File: src/rtl/fanin_pkg.sv
// Shared definitions for the four-port round-robin merge: port count,
// port-index type and a small index-to-one-hot helper.
package fanin_pkg;

   localparam int NUM_PORTS = 4;

   typedef logic [1:0] port_idx_t;

   function automatic logic [NUM_PORTS-1:0] idx_to_onehot(input port_idx_t idx);
      return 4'b0001 << idx;
   endfunction

endpackage

File: src/rtl/rr_arb4.sv
// Four-way round-robin arbiter: rotating pointer, priority search from the
// pointer upward (mod 4), one-hot grant gated by the enable.
module rr_arb4
   import fanin_pkg::*;
(
   input  logic                 clk,
   input  logic                 rst,
   input  logic [NUM_PORTS-1:0] req_i,
   input  logic                 en_i,
   output logic [NUM_PORTS-1:0] grant_o,
   output port_idx_t            grant_idx_o,
   output logic                 grant_vld_o
);

   port_idx_t ptr_q;
   port_idx_t ptr_d;
   port_idx_t cand_s [NUM_PORTS];
   port_idx_t sel_idx_s;
   logic      found_s;
   logic      grant_vld_s;

   // Priority search starting at the pointer; the first requester wins.
   always_comb begin
      found_s   = 1'b0;
      sel_idx_s = ptr_q;
      for (int k = 0; k < NUM_PORTS; k++) begin
         cand_s[k] = ptr_q + port_idx_t'(k);
         sel_idx_s = (!found_s && req_i[cand_s[k]]) ? cand_s[k] : sel_idx_s;
         found_s   = found_s | req_i[cand_s[k]];
      end
   end

   // Grant is only issued when the downstream register can take the beat.
   always_comb begin
      grant_vld_s = found_s & en_i;
      grant_o     = grant_vld_s ? idx_to_onehot(sel_idx_s) : {NUM_PORTS{1'b0}};
      grant_idx_o = sel_idx_s;
      grant_vld_o = grant_vld_s;
      ptr_d       = grant_vld_s ? (sel_idx_s + 2'd1) : ptr_q;
   end

   // Pointer register: moves past the winner on every transfer.
   always_ff @(posedge clk) begin
      if (rst) begin
         ptr_q <= 2'd0;
      end else begin
         ptr_q <= ptr_d;
      end
   end

endmodule

File: src/rtl/fanin4_rr_merge.sv
// Merges four valid/ready streams into one registered output stream with
// round-robin fairness and a wrapping count of output handshakes.
module fanin4_rr_merge
   import fanin_pkg::*;
#(
   parameter int DATA_W = 8,
   parameter int CNT_W  = 16
) (
   input  logic                          clk,
   input  logic                          rst,
   input  logic [NUM_PORTS-1:0]          in_valid,
   input  logic [NUM_PORTS*DATA_W-1:0]   in_data,
   output logic [NUM_PORTS-1:0]          in_ready,
   output logic                          out_valid,
   output logic [DATA_W-1:0]             out_data,
   output logic [1:0]                    out_src,
   input  logic                          out_ready,
   output logic [CNT_W-1:0]              xfer_cnt
);

   logic              out_valid_q, out_valid_d;
   logic [DATA_W-1:0] out_data_q,  out_data_d;
   port_idx_t         out_src_q,   out_src_d;
   logic [CNT_W-1:0]  cnt_q,       cnt_d;

   logic [NUM_PORTS-1:0] grant_s;
   port_idx_t            grant_idx_s;
   logic                 in_xfer_s;
   logic                 out_hs_s;
   logic                 reg_free_s;
   logic [DATA_W-1:0]    sel_data_s;

   // Reset blocks every grant so no input handshake can happen in a reset cycle.
   assign reg_free_s = (~out_valid_q | out_ready) & ~rst;
   assign out_hs_s   = out_valid_q & out_ready;

   rr_arb4 u_arb (
      .clk         (clk),
      .rst         (rst),
      .req_i       (in_valid),
      .en_i        (reg_free_s),
      .grant_o     (grant_s),
      .grant_idx_o (grant_idx_s),
      .grant_vld_o (in_xfer_s)
   );

   assign in_ready = grant_s;

   // One-hot payload mux driven by the grant.
   always_comb begin
      sel_data_s = {DATA_W{1'b0}};
      for (int i = 0; i < NUM_PORTS; i++) begin
         sel_data_s = sel_data_s |
                      (grant_s[i] ? in_data[i*DATA_W +: DATA_W] : {DATA_W{1'b0}});
      end
   end

   // Output register next state: load on input transfer, drain on handshake.
   always_comb begin
      out_valid_d = out_valid_q;
      out_data_d  = out_data_q;
      out_src_d   = out_src_q;
      if (in_xfer_s) begin
         out_valid_d = 1'b1;
         out_data_d  = sel_data_s;
         out_src_d   = grant_idx_s;
      end else if (out_hs_s) begin
         out_valid_d = 1'b0;
      end else begin
         out_valid_d = out_valid_q;
      end
      cnt_d = out_hs_s ? (cnt_q + CNT_W'(1)) : cnt_q;
   end

   // State registers; a held beat is dropped and not counted on reset.
   always_ff @(posedge clk) begin
      if (rst) begin
         out_valid_q <= 1'b0;
         out_data_q  <= {DATA_W{1'b0}};
         out_src_q   <= 2'd0;
         cnt_q       <= {CNT_W{1'b0}};
      end else begin
         out_valid_q <= out_valid_d;
         out_data_q  <= out_data_d;
         out_src_q   <= out_src_d;
         cnt_q       <= cnt_d;
      end
   end

   assign out_valid = out_valid_q;
   assign out_data  = out_data_q;
   assign out_src   = out_src_q;
   assign xfer_cnt  = cnt_q;

endmodule

File: config.mk
export PLATFORM = sky130hd
export DESIGN_NAME = fanin4_rr_merge
export DESIGN_NICKNAME = d
export VERILOG_FILES = /design/src/rtl/fanin_pkg.sv /design/src/rtl/rr_arb4.sv /design/src/rtl/fanin4_rr_merge.sv
export SDC_FILE = /design/constraint.sdc
export NUM_CORES = 1
export LEC_CHECK = 0
export CAP_MARGIN = 20
export CORE_UTILIZATION = 44
export CTS_BUF_LIST = sky130_fd_sc_hd__clkbuf_16
export CTS_CLUSTER_DIAMETER = 200
export CTS_CLUSTER_SIZE = 20
export DETAILED_ROUTE_END_ITERATION = 16
export PLACE_DENSITY = 0.85
export RECOVER_POWER = 25
export SLEW_MARGIN = 20
export SYNTH_ARGS = -nofsm -noshare
export SYNTH_HDL_FRONTEND = slang
export SYNTH_SLANG_ARGS = --single-unit
File: constraint.sdc
create_clock -name clk -period 4.8 [get_ports clk]
set_input_delay 0.96 -clock clk [delete_from_list [all_inputs] [get_ports clk]]
set_output_delay 0.96 -clock clk [all_outputs]
set_load 0.02 [all_outputs]
==> parameters.txt <==
Parameter                              Value

Logic synthesis
  Dominant synthesized flop cell ... sky130_fd_sc_hd__dfxtp_1
  Share of synthesized flip-flops with an asynchronous set or reset ... 0%
  Mapped cell area ... 1520 um2
  YS warnings ... 0
  Share of the yosys chip area belonging to registers ... 38.19%
  Distinct cells, synth ... 36
  Post-synthesis cell count ... 175
  Post-Syn Area per Cell ... 8.687 um2
  Number of register bits inferred by synthesis ... 29
  Number of enable flip-flop cells after synthesis ... 0
  Post-synth net total ... 215

Power and ir drop
  Static Leakage ... 0.8943 nW
  Pwr Total ... 803.2 uW
  Switching portion of total power ... 25.52%
  Combinational cell fraction of total power ... 23.4%
  Sequential fraction of design power ... between 30% and 40%
  NetSw ... 205.0 uW
  Clock network fraction of design power ... 42.4%
  Internal power ... around 600 uW
  PwrDens ... 334.5 nW/um2
  Peak supply drop ... 253.2 uV

STA
  Setup repair after global routing missed its margin ... no
  Portion of the clock cycle consumed by the worst path in the final layout ... around nine tenths
  Post-Route Skew ... 3.691 ps
  Final Setup Violations ... 0
  Final count of pins violating max slew ... 0
  Final hold violations ... 0
  Relative slew slack ... approximately half
  Fmax achieved ... around 0.23 GHz
  Slew at the pin with the worst max-slew slack ... 750.3 ps
  Final min period ... 4291 ps
  Post-route setup TNS ... 0 ps

Global route
  Pin count of the biggest net entering global routing ... 26
  Initial antenna violation count ... 0
  Vias in the first global route ... 1357
  Global router's overall resource usage ... 21.86%
  Sum of overflow across all layers after global routing ... 0
  Wire length of the first global-routing pass ... 6030 um

Setup path
  Family with the most delay on the worst path ... buffers and inverters
  Required time of the critical path ... 3840 ps
  Crit path DAT ... 3330 ps
  CP max-delay cell ... sky130_fd_sc_hd__clkdlybuf4s50_1
  Critical Path, Cell by Cell ... dlygate4sd3_1 > inv_1 > a211oi_1 > buf_4 > a21boi_1 > clkdlybuf4s50_1
  CP max FO ... 11
  Crit path capture type ... primary output
  Category of the critical setup timing path ... in -> out
  Number of buffer and inverter stages on the critical path ... 4
  Startpoint class of the critical path ... primary input
  Crit-path max cell delay ... 690 ps

Finish
  # nets final ... approximately 280
  Relative area change from synthesis to final layout ... 57.94%
  Number of inserted diodes ... 0
  Number of fill cells in the layout ... 234
  Final Instance Count excl. Fillers ... 288
  Layout cell share with drive strength beyond 1 ... between 5 and 6%

Floorplan
  Total die area ... 3694 um2
  Placement row count ... 20
  Starting Density ... 48.21%
  Ports placed on the boundary ... 70
  Die Height ... 60.78 um
  Area of the core ... 3153 um2
  Width of the die ... 60.78 um

CTS
  Clock tree root driver cell ... sky130_fd_sc_hd__clkbuf_16
  Clock network latency to the later pin of the worst-skew pair ... 270 ps
  Post-cts sizing count ... 0
  Number of buffers on the longest clock path ... 2
  Clock transition at path regs ... 50 ps
  Clock tree from TritonCTS ... built
  Clk sink count ... 29
  Hold buffers post-CTS ... 0
  Setup repair bufs after CTS ... 0
  CTS H-tree lvls ... 2
  Number of buffers created by CTS ... 5

Route
  Vias per Instance ... 5.323
  Routed length per instance ... about 13 um
  Via Count ... 1533
  Remaining antenna violation count after routing ... 0
  Number of iterations in the first detailed-routing pass ... 4
  Number of DRC violations after detailed routing ... 0
  Drt first-iter violations ... ~120
  Wirelength, routed ... roughly 3900 um

Run status
  Result of the run ... completed

Place
  Final weighted congestion in routability-driven placement ... 0.7698
  Half-perimeter wire length after placement ... 2849 um
  Port bufs ... 69
  Dpl cells ... between 200 and 300

Run
  Count of max-cap constraint violations ... 0

Min path
  Worst Hold Class ... reg -> reg
worst min-delay path, cell delays in order (launching register included):
cell and delay (ps):
sky130_fd_sc_hd__dfxtp_1 300, sky130_fd_sc_hd__nand2_1 50, sky130_fd_sc_hd__a21oi_1 50
through the flow:
| stage | setup slack, ps | area [um2] | hold WS (ps) | util (%) |
|---|---|---|---|---|
| 6_report | 508.5 | 2401 | 449.5 | 76.15 |
| 5_1_grt | 310.5 | 2401 | 471.5 | 76.15 |
| 4_1_cts | 533.6 | 2401 | 453.0 | 76.15 |
| 3_5_place_dp | 552.4 | 2241 | 446.5 | 71.07 |
| 3_3_place_gp | 579.2 | 2241 | 443.0 | 71.07 |
| 2_1_floorplan | 1530 | 1520 | 526.8 | - |
cell type report:
class,instances,area [um2],share of cell area (%)
tap,44,55.05,2.293
inverter,2,7.507,0.3127
sequential,29,580.6,24.18
clock buffer,5,125.1,5.211
clock inverter,2,35.03,1.459
timing repair buffer,72,713.2,29.70
multi-input combinational,134,884.6,36.84
registers in the layout, indices dropped and copies added, names as in the netlist:
name / flops
xfer_cnt: 16
out_data: 8
out_src: 2
u_arb.ptr_q: 2
out_valid: 1
cell usage in the layout (no fill, tap or decap), types with 3 or more instances in the layout:
master,count
sky130_fd_sc_hd__a22oi_1,6
sky130_fd_sc_hd__nand4b_1,5
sky130_fd_sc_hd__clkbuf_16,5
sky130_fd_sc_hd__nor2b_1,3
sky130_fd_sc_hd__clkdlybuf4s50_1,62
sky130_fd_sc_hd__xnor2_1,6
sky130_fd_sc_hd__xor2_1,10
sky130_fd_sc_hd__mux2i_1,11
sky130_fd_sc_hd__nand2_1,17
sky130_fd_sc_hd__buf_4,3
sky130_fd_sc_hd__dfxtp_1,29
sky130_fd_sc_hd__nand3_1,5
sky130_fd_sc_hd__a21oi_1,7
sky130_fd_sc_hd__nand3b_1,3
sky130_fd_sc_hd__nand4_1,4
sky130_fd_sc_hd__o211ai_1,5
sky130_fd_sc_hd__nor2_1,25
sky130_fd_sc_hd__o221ai_1,3
sky130_fd_sc_hd__dlygate4sd3_1,7
sky130_fd_sc_hd__nor3_1,3
cells by family after synthesis:
| family | share of synthesized area, % |
|---|---|
| buffers and inverters | 3.621 |
| adder cells (fa/ha/maj) | 0.8229 |
| flip-flops | 38.19 |
| AND/OR/NAND/NOR | 24.53 |
| AO/OA/AOI/OAI | 16.38 |
| XOR/XNOR | 9.218 |
| multiplexers | 7.243 |
Yosys cell counts, types with 2 or more instances:
| library cell | instances | share of area [%] |
|---|---|---|
| sky130_fd_sc_hd__buf_2 | 5 | 1.6 |
| sky130_fd_sc_hd__nand2_1 | 17 | 4.2 |
| sky130_fd_sc_hd__nor3_1 | 3 | 0.99 |
| sky130_fd_sc_hd__clkbuf_1 | 4 | 0.99 |
| sky130_fd_sc_hd__a21oi_1 | 7 | 2.3 |
| sky130_fd_sc_hd__nor2_1 | 25 | 6.2 |
| sky130_fd_sc_hd__a211oi_1 | 2 | 0.99 |
| sky130_fd_sc_hd__xnor2_1 | 6 | 3.5 |
| sky130_fd_sc_hd__inv_1 | 2 | 0.49 |
| sky130_fd_sc_hd__o211ai_1 | 5 | 2.5 |
| sky130_fd_sc_hd__o221ai_1 | 3 | 1.7 |
| sky130_fd_sc_hd__and4_1 | 2 | 1.2 |
| sky130_fd_sc_hd__nor2b_1 | 3 | 1.2 |
| sky130_fd_sc_hd__xor2_1 | 10 | 5.8 |
| sky130_fd_sc_hd__a22oi_1 | 6 | 3.0 |
| sky130_fd_sc_hd__o21ai_0 | 2 | 0.66 |
| sky130_fd_sc_hd__nand3b_1 | 3 | 1.5 |
| sky130_fd_sc_hd__and3_1 | 2 | 0.82 |
| sky130_fd_sc_hd__nand3_1 | 5 | 1.6 |
| sky130_fd_sc_hd__nand4_1 | 4 | 1.6 |
| sky130_fd_sc_hd__nand4b_1 | 5 | 2.9 |
| sky130_fd_sc_hd__nor4_1 | 2 | 0.82 |
| sky130_fd_sc_hd__mux2i_1 | 11 | 7.2 |
| sky130_fd_sc_hd__dfxtp_1 | 29 | 38 |
path summary, 6_finish.rpt:
path / end / startpoint / cells past startpoint / slack (ps)
hold reg to reg: out_src[0] / out_src[0] / 2 / 450
hold / removal: out_src[0] / out_src[0] / 2 / 450
setup reg to reg: xfer_cnt[11] / xfer_cnt[3] / 5 / 2900
setup / recovery: in_ready[0] / out_ready / 6 / 510
power by group through the flow:
stage / logic (mW) / registers, mW / clock network, mW
after floorplan: 0.0938 / 0.293 / 0
final: 0.188 / 0.275 / 0.340
after CTS: 0.191 / 0.275 / 0.344
after detailed placement: 0.191 / 0.280 / 0
after global routing: 0.203 / 0.278 / 0.356
after global placement: 0.190 / 0.280 / 0
routing by layer:
layer / up-vias / wire (um) / global-route usage [%]
met4: 0 / 86 / 11.69
li1: 775 / - / -
met1: 708 / 1750 / 28.94
met3: 11 / 135 / 4.478
met2: 39 / 1896 / 33.44
met5: - / 0 / 0
Power figures use the tool's default switching activity.
